`config.mk`:
```
export PLATFORM = sky130hd
export DESIGN_NAME = lsu_align
export DESIGN_NICKNAME = d
export VERILOG_FILES = /design/src/rtl/lsu_pkg.sv /design/src/rtl/lsu_load_fmt.sv /design/src/rtl/lsu_align.sv
export SDC_FILE = /design/constraint.sdc
export NUM_CORES = 1
export LEC_CHECK = 0
export ABC_AREA = 1
export CAP_MARGIN = 40
export CORE_MARGIN = 3
export CORE_UTILIZATION = 48
export CTS_CLUSTER_SIZE = 25
export DETAILED_ROUTE_END_ITERATION = 8
export PLACE_DENSITY = 0.91
export REMOVE_ABC_BUFFERS = 1
export SLEW_MARGIN = 20
export SYNTH_ARGS = -nofsm -noshare
export SYNTH_HDL_FRONTEND = slang
export SYNTH_SLANG_ARGS = --single-unit
```
`constraint.sdc`:
```
create_clock -name clk -period 2.16 [get_ports clk]
set_input_delay 0.324 -clock clk [delete_from_list [all_inputs] [get_ports clk]]
set_output_delay 0.324 -clock clk [all_outputs]
set_load 0.05 [all_outputs]
```
`src/rtl/lsu_pkg.sv`:
```
// Shared constants for the load/store alignment unit: RV32I width codes, byte enables, FSM states.
package lsu_pkg;

  localparam logic [2:0] LB  = 3'b000;
  localparam logic [2:0] LH  = 3'b001;
  localparam logic [2:0] LW  = 3'b010;
  localparam logic [2:0] LBU = 3'b100;
  localparam logic [2:0] LHU = 3'b101;

  localparam logic [3:0] BE_B    = 4'b0001;
  localparam logic [3:0] BE_H_LO = 4'b0011;
  localparam logic [3:0] BE_H_HI = 4'b1100;
  localparam logic [3:0] BE_W    = 4'b1111;

  localparam int WAIT_MAX_DEF = 255;

  typedef enum logic [1:0] {
    IDLE   = 2'd0,
    ACCESS = 2'd1,
    RESP   = 2'd2
  } state_t;

endpackage

```
`src/rtl/lsu_load_fmt.sv`:
```
// Load lane extraction and sign/zero extension; purely combinational, no backpressure.
// Undefined width codes return the whole word.
module lsu_load_fmt
  import lsu_pkg::*;
(
  input  logic [31:0] rdata,
  input  logic [1:0]  addr,
  input  logic [2:0]  funct3,
  output logic [31:0] data
);

  logic [7:0]  lane_b;
  logic [15:0] lane_h;

  always_comb begin
    lane_b = rdata[{addr, 3'b000} +: 8];
    lane_h = addr[1] ? rdata[31:16] : rdata[15:0];
    case (funct3)
      LB:      data = {{24{lane_b[7]}}, lane_b};
      LH:      data = {{16{lane_h[15]}}, lane_h};
      LBU:     data = {24'h0, lane_b};
      LHU:     data = {16'h0, lane_h};
      default: data = rdata;
    endcase
  end

endmodule

```
`src/rtl/lsu_align.sv`:
```
// RV32I load/store alignment to a word memory port; 2+wait cycles accept-to-response, one request in flight.
// Optional LSU_MISALIGN_TRAP_EN: misaligned H/W requests skip memory and respond with rsp_misalign.
module lsu_align
  import lsu_pkg::*;
#(
  parameter int WAIT_MAX = WAIT_MAX_DEF
) (
  input  logic        clk,
  input  logic        rst_n,
  input  logic        req_valid,
  output logic        req_ready,
  input  logic        req_we,
  input  logic [2:0]  req_funct3,
  input  logic [31:0] req_addr,
  input  logic [31:0] req_wdata,
  output logic        mem_en,
  output logic        mem_we,
  output logic [3:0]  mem_be,
  output logic [31:0] mem_addr,
  output logic [31:0] mem_wdata,
  input  logic [31:0] mem_rdata,
  input  logic        mem_ack,
  output logic        rsp_valid,
  output logic [31:0] rsp_rdata,
`ifdef LSU_MISALIGN_TRAP_EN
  output logic        rsp_misalign,
`endif
  output logic        rsp_err
);

  localparam logic [31:0] WAIT_LIM = 32'(WAIT_MAX);

  state_t      state, state_n;
  logic        we_r;
  logic [2:0]  f3_r;
  logic [1:0]  off_r;
  logic [31:0] addr_r;
  logic [3:0]  be_r;
  logic [31:0] wdata_r;
  logic [31:0] rdata_r;
  logic [31:0] cnt;
  logic        err_r;
  logic        wait_hit;
  logic        trap;
  logic [3:0]  st_be;
  logic [31:0] st_wdata;
  logic [31:0] fmt_data;

  // Store lanes: narrow data is replicated so the enabled lane always carries it.
  always_comb begin
    st_be    = BE_W;
    st_wdata = req_wdata;
    case (req_funct3)
      LB, LBU: begin
        st_be    = BE_B << req_addr[1:0];
        st_wdata = {4{req_wdata[7:0]}};
      end
      LH, LHU: begin
        st_be    = req_addr[1] ? BE_H_HI : BE_H_LO;
        st_wdata = {2{req_wdata[15:0]}};
      end
      LW: begin
        st_be    = BE_W;
        st_wdata = req_wdata;
      end
      default: ;
    endcase
  end

`ifdef LSU_MISALIGN_TRAP_EN
  logic mis_r;
  always_comb begin
    case (req_funct3)
      LB, LBU: trap = 1'b0;
      LH, LHU: trap = req_addr[0];
      default: trap = (req_addr[1:0] != 2'b00);
    endcase
  end
  assign rsp_misalign = mis_r;
`else
  assign trap = 1'b0;
`endif

  lsu_load_fmt u_fmt (
    .rdata  (mem_rdata),
    .addr   (off_r),
    .funct3 (f3_r),
    .data   (fmt_data)
  );

  assign wait_hit = (cnt + 32'd1) == WAIT_LIM;

  always_ff @(posedge clk or negedge rst_n) begin
    if (!rst_n) state <= IDLE;
    else        state <= state_n;
  end

  always_comb begin
    state_n = state;
    case (state)
      IDLE:    if (req_valid) state_n = trap ? RESP : ACCESS;
      ACCESS:  if (mem_ack || wait_hit) state_n = RESP;
      RESP:    state_n = IDLE;
      default: state_n = IDLE;
    endcase
  end

  always_ff @(posedge clk or negedge rst_n) begin
    if (!rst_n) begin
      we_r    <= 1'b0;
      f3_r    <= 3'b000;
      off_r   <= 2'b00;
      addr_r  <= 32'h0;
      be_r    <= 4'h0;
      wdata_r <= 32'h0;
      rdata_r <= 32'h0;
      cnt     <= 32'h0;
      err_r   <= 1'b0;
`ifdef LSU_MISALIGN_TRAP_EN
      mis_r   <= 1'b0;
`endif
    end else begin
      case (state)
        IDLE: if (req_valid) begin
          we_r    <= req_we;
          f3_r    <= req_funct3;
          off_r   <= req_addr[1:0];
          addr_r  <= {req_addr[31:2], 2'b00};
          be_r    <= req_we ? st_be : BE_W;
          wdata_r <= st_wdata;
          rdata_r <= 32'h0;
          cnt     <= 32'h0;
          err_r   <= 1'b0;
`ifdef LSU_MISALIGN_TRAP_EN
          mis_r   <= trap;
`endif
        end
        ACCESS: begin
          if (mem_ack) begin
            rdata_r <= we_r ? 32'h0 : fmt_data;
          end else begin
            cnt <= cnt + 32'd1;
            if (wait_hit) err_r <= 1'b1;
          end
        end
        default: ;
      endcase
    end
  end

  assign req_ready = (state == IDLE);
  // Gated with reset so the strobe drops the instant reset asserts.
  assign mem_en    = (state == ACCESS) && rst_n;
  assign mem_we    = we_r;
  assign mem_be    = be_r;
  assign mem_addr  = addr_r;
  assign mem_wdata = wdata_r;
  assign rsp_valid = (state == RESP);
  assign rsp_rdata = rdata_r;
  assign rsp_err   = err_r;

endmodule
```
**Word level (Yosys, flattened, before mapping)**

Cells that the tools add are included.

- Output and inout port bits: 105
- Bits in registers: 139
- Bits of input ports: 104
- Word-level logic and storage cells: 59

- Add/sub/neg operators: 1
- Multiplexer cells: 19
- Equality and inequality tests: 14
- Reduce and logical (&&, ||, !) cells: 13
- Shift operators: 2

Operators by type and width:

| cell | count |
|---|---|
| 32-bit case mux with 2 select lines | 3 |
| 32-bit two-way mux | 4 |
| 32-bit case mux with 4 select lines | 1 |
| 32-bit by 1-bit adder with 32-bit output (second input constant) | 1 |
| 32-bit by 8-bit equality test with 1-bit output (second input constant) | 1 |
| 32-bit by 6-bit variable part select with 8-bit output | 1 |
| 16-bit two-way mux | 1 |
| 3-bit equality test (second input constant) | 4 |
| 2-bit != test (second input constant) | 5 |
| 4-bit two-way mux | 2 |
| 4-bit case mux with 2 select lines | 1 |
| 3-bit by 1-bit equality test with 1-bit output (second input constant) | 2 |
| 3-bit logical NOT | 2 |
| 3-bit AND reduction | 2 |
| 2-bit two-way mux | 2 |
| 2-bit case mux with 2 select lines | 1 |
| 2-bit AND reduction | 2 |
| 4-bit AND reduction | 1 |
| 2-bit OR reduction | 2 |
| 1-bit by 2-bit left shift with 4-bit output (first input constant) | 1 |
| 1-bit two-way mux | 3 |
| 2-bit by 1-bit equality test with 1-bit output (second input constant) | 1 |
| 2-bit equality test (second input constant) | 1 |
| 2-bit logical NOT | 1 |
| 4 further kinds | 4 |

**Logic depth before layout (Yosys ltp)**

- Depth in word-level cells: 5
- Mapped depth: 15
- Gate-level depth less buffers: 15

**Cells and area by module**

Synthesis repeated with hierarchy kept, for this count alone.

- Cells, all modules: 1092
- Area, all modules: 7788.7 um2

By module, submodules not included:

| module | cells an instance | area an instance (um2) | instances | sequential area each (um2) |
|---|---|---|---|---|
| lsu_align | 898 | 6734.0 | 1 | 3478.3 |
| lsu_load_fmt | 194 | 1054.8 | 1 | 0.0 |

**Worst setup path after synthesis**

OpenSTA, ideal clock, no wires.

- Kind: reg2reg
- Start point: reg state[0]
- End point: reg cnt[11]
- Required time: 2.019 ns
- Period minus slack after synthesis: 2.145 ns
- Buffers on the path: 2
- Cell stages (with the launch flop): 7
- Data arrival time: 2.004 ns
- Library setup time: 0.141 ns
- Setup slack: 0.015 ns
- Cells stage by stage: dfrtp_1 nor2_1 nand2_1 clkbuf_1 nand2_1 clkbuf_1 o22ai_1

- Longest elaborated chain between the ends: 3
- Elaborated cells on any way between the ends: 7
- Those cells by class: eq/ne: 3; mux: 1; reduce/logical: 3

Ends and longest elaborated chain:

| item | line | RTL |
|---|---|---|
| from (decl) | lsu_align.sv:33 | `state_t state, state_n;` |
| from (signal assigned) | lsu_align.sv:95 | `else state <= state_n;` |
| 2-bit logical NOT (*) | - |  |
| net req_ready | lsu_align.sv:11 | `output logic req_ready,` |
| 2-bit != test (no source line) or 2-bit nonzero test (tied branches) | - |  |
| 3-bit AND reduction (no source line) | - |  |
| to (signal assigned) | lsu_align.sv:142 | `cnt <= cnt + 32'd1;` |
| to (decl) | lsu_align.sv:41 | `logic [31:0] cnt;` |

The timed path passes the listed nets; every way through them passes the cells marked *.
A chain may end at the register's enable or synchronous reset.

**Worst setup path in the final report**

- Start point: reg cnt[1]
- End point: reg state[0]

- Longest elaborated chain between the ends: 5

Ends and longest elaborated chain:

| item | line | RTL |
|---|---|---|
| 32-bit by 1-bit adder with 32-bit output | lsu_align.sv:91 | `assign wait_hit = (cnt + 32'd1) == WAIT_LIM;` |
| 32-bit by 8-bit equality test with 1-bit output | lsu_align.sv:91 |  |
| 1-bit logical OR | lsu_align.sv:102 | `ACCESS: if (mem_ack \|\| wait_hit) state_n = RESP;` |
| 2-bit != test (no source line) | - |  |
| 2-bit AND reduction (no source line) | - |  |

Every way passes these cells.

==> metrics <==
count of state elements after synthesis=between 100 and 150; Post-CTS Resized=0; RSZ-0062 raised after global routing=true; critical path peak fanout=5; final number of hold-violating endpoints=13; final estimated routing congestion in global placement=just over 0.9; violated checks=hold timing; top cells by area in the synthesized netlist=dfrtp_1 50%, nand2_1 18%, o21ai_0 7.4%, nand3_1 4.8%, nor2_1 4.2%; worst supply voltage drop on vdd=1.12 mV; final layout net count=1246; die outline area=16100 um^2; number of max-slew violations in the final report=0; Slew HR=47.3%; switching part of the total=48.7%; sequential share of power=27.9%; via count normalized by instance count=5.46; syn avg cell area=about 7.5 um^2; number of instances in the synthesized netlist=933; main combinational cell family by area after synthesis=simple AND/OR/NAND/NOR gates; Critical Path Start Type=flop; required time worst endpoint=2460 ps; Setup crit end kind=flop; cts-stage hold buffer count=0; worst-skew pair later-pin latency=430 ps; cell occurring most often along the worst timing path=nand2_1; fraction of post-synthesis cell area in the top cell type by area=49.6%; Die H=127 um; most frequent cells in the layout=329 x nand2_1, 202 x clkdlybuf4s50_1, 138 x dfrtp_1; remaining global-route overflow=0; Period Utilization, post-route=between 90% and 100%; FMAX=487 MHz; clock-pin slew on the worst setup and hold paths=60 ps; antenna cell count=0; number of primary I/O pins=209; Internal Pwr Total=7700 uW; most frequent standard cell in the layout excluding fill and tap cells=nand2_1; crit path DAT=2360 ps; final total negative setup slack=0 ps; Post-CTS Setup Bufs=0; Worst path slowest cell=dfrtp_2; clock tree from TritonCTS=done; worst min-delay path class=input pin to async pin; Avg WL per Cell=16.7 um; outcome=finished, violations left; warnings from Yosys=0; total power density per cell area=around 1500 nW/um^2; post-synthesis xor/xnor area fraction=less than 1%; largest area contributor in the synthesized netlist=dfrtp_1; largest buffer count on any clock path=2; buffers and inverters on the worst path=0; via count=between 7000 and 8000; minimum clock period after layout=2050 ps; final hold slack=-53.3 ps; Port Buffers=206; Worst Setup Path Type=flop to flop; via count of the first global-routing pass=7354; static power due to leakage=0.00452 uW; iteration-0 DRC count of the detailed router=583; Area Growth Syn to Fin=41.7%; portion of total power attributed to the clock network=18.9%; post-detail-place hpwl=15500 um; wire length of the first global-routing pass=roughly 36000 um; Adder-Cell Fraction of Synth Area=less than 1%; Tightest Pin Transition=791 ps; fraction of final layout cells with drive strength greater than 1=8.07%; net switching power=7330 uW; die boundary width=127 um; post-synthesis mux area share=less than 1%; placeable core region=around 14000 um^2; number of rows in the core area=43; clock sink total=139; Logic pwr share=53.3%; final antenna-violating net count=0; critical path's top delay family=simple AND/OR/NAND/NOR gates; cell breakdown of the critical path=ha_2, nand2_2, nor2_8, nand2_4, nor2_2, nand2_1, nand2_1, nand2_1, nor2_1, nand2_1, nor2_1, nand3_1, nand2_1, nand2_1; sequential share of the synthesized area=49.6%; simple-gate share of the synthesized area=a little under a third; number of H-tree branching levels=4; 1st-pass router iterations=5; Synth Area in Compound Gates=between 10 and 15%; # setup viols final=0; max-cap viol count=0; post-route clock skew=10.3 ps; master cell of the clock root buffer=clkbuf_16; drc violations=0; Initial Utilization=49.7%; pin count of the biggest net entering global routing=140; maximum single-stage delay on the critical path=about 400 ps; clock buffer count from CTS=17; share of the core filled with cells in the final layout=between 70% and 80%; synthesized cell area=7010 um^2; overall global routing resource usage=28.0%; post-detailed-routing wire length=approximately 22000 um; antenna violations before repair=0; Synth cell types=32
-- synthesized netlist by cell type --
master	number
conb_1	1
nor2_2	9
dfrtp_1	139
nand2_4	3
nand2_1	330
inv_2	3
mux2i_1	5
o211ai_1	4
nor2_4	5
a21oi_2	1
nor2_1	78
o21ai_0	104
and2_1	1
nor3_1	1
nand3_2	1
nor2_8	1
clkinv_1	3
o21ai_1	5
ha_1	2
clkbuf_1	36
o22ai_1	16
xor2_1	4
nand2_2	7
a21oi_1	28
nand3_1	67
a31oi_1	8
buf_4	2
inv_1	62
buf_1	2
buf_2	3
nand4_1	1
o221ai_1	1
-- metal layers --
metal / up-vias / share of wire, % / global-route usage, %
li1: 3417 / - / -
met1: 3409 / 38 / 32.9
met2: 373 / 49 / 46.3
met3: 78 / 9.2 / 9.18
met4: 0 / 4.0 / 13.8
met5: - / 0 / 0
-- power by group through the flow --
| stage | clock network, uW | logic, uW | registers [uW] |
|---|---|---|---|
| finish | 2840 | 8010 | 4190 |
| global placement | 0 | 7780 | 4140 |
| CTS | 2840 | 8010 | 4170 |
| detailed placement | 0 | 7930 | 4170 |
| global route | 2950 | 8450 | 4290 |
| floorplan | 0 | 1840 | 7150 |
-- worst register-to-register path, stage by stage (launching register included) --
cell,delay [ps]
dfrtp_2,390
ha_2,210
nand2_2,110
nor2_8,160
nand2_4,90
nor2_2,150
nand2_1,70
nand2_1,50
nand2_1,70
nor2_1,130
nand2_1,90
nor2_1,130
nand3_1,130
nand2_1,80
nand2_1,50
-- cell families (layout without fill, tap and decap cells) --
group                      after synthesis  count (layout)
buffers and inverters                  111             330
adders and majority gates                2               2
xor gates and xnor gates                 4               4
AOI/OAI and AO/OA                      167             167
and+or+nand+nor                        504             504
muxes                                    5               5
other                                    1               2
DFF                                    139             139
-- layout make-up --
class                      count  area [um^2]
tap                          180          225
clock buffer                  21          460
sequential                   139         3480
fill                        1051         4160
multi-input combinational    684         3120
clock inverter                11          109
timing repair buffer         230         2280
inverter                      68          255
-- flip-flops by register name, indices dropped and copies added (netlist names) --
| signal | flops |
|---|---|
| mem_wdata | 32 |
| state | 2 |
| f3_r | 3 |
| rsp_rdata | 32 |
| cnt | 32 |
| mem_addr | 30 |
| mem_be | 4 |
| rsp_err | 1 |
| off_r | 2 |
| mem_we | 1 |
-- metrics by stage --
step,hold slack (ps),std cells,cell area [um^2],worst slack (ps),total power [uW]
floorplan,28.4,891,6840,-2520,8990
global placement,461,1300,9340,-125,11900
detailed placement,465,1301,9350,-16.8,12100
CTS,51.7,1333,9920,3.10,15000
global route,55.2,1333,9930,-60.3,15700
finish,-53.3,1333,9930,105,15000
-- path summary, 6_finish.rpt --
path | start | to | slack, ps | cells past startpoint
setup reg to reg | cnt[1] | state[0] | 110 | 14
min in group clk | req_addr[6] | mem_addr[6] | 430 | 3
max in group asynchronous | rst_n | rsp_rdata[29] | 1570 | 2
hold / removal | rst_n | mem_wdata[30] | -50 | 2
setup / recovery | cnt[1] | state[0] | 110 | 14
hold reg to reg | mem_addr[26] | mem_addr[26] | 480 | 2
No activity file was read; power rests on OpenSTA's default activity.
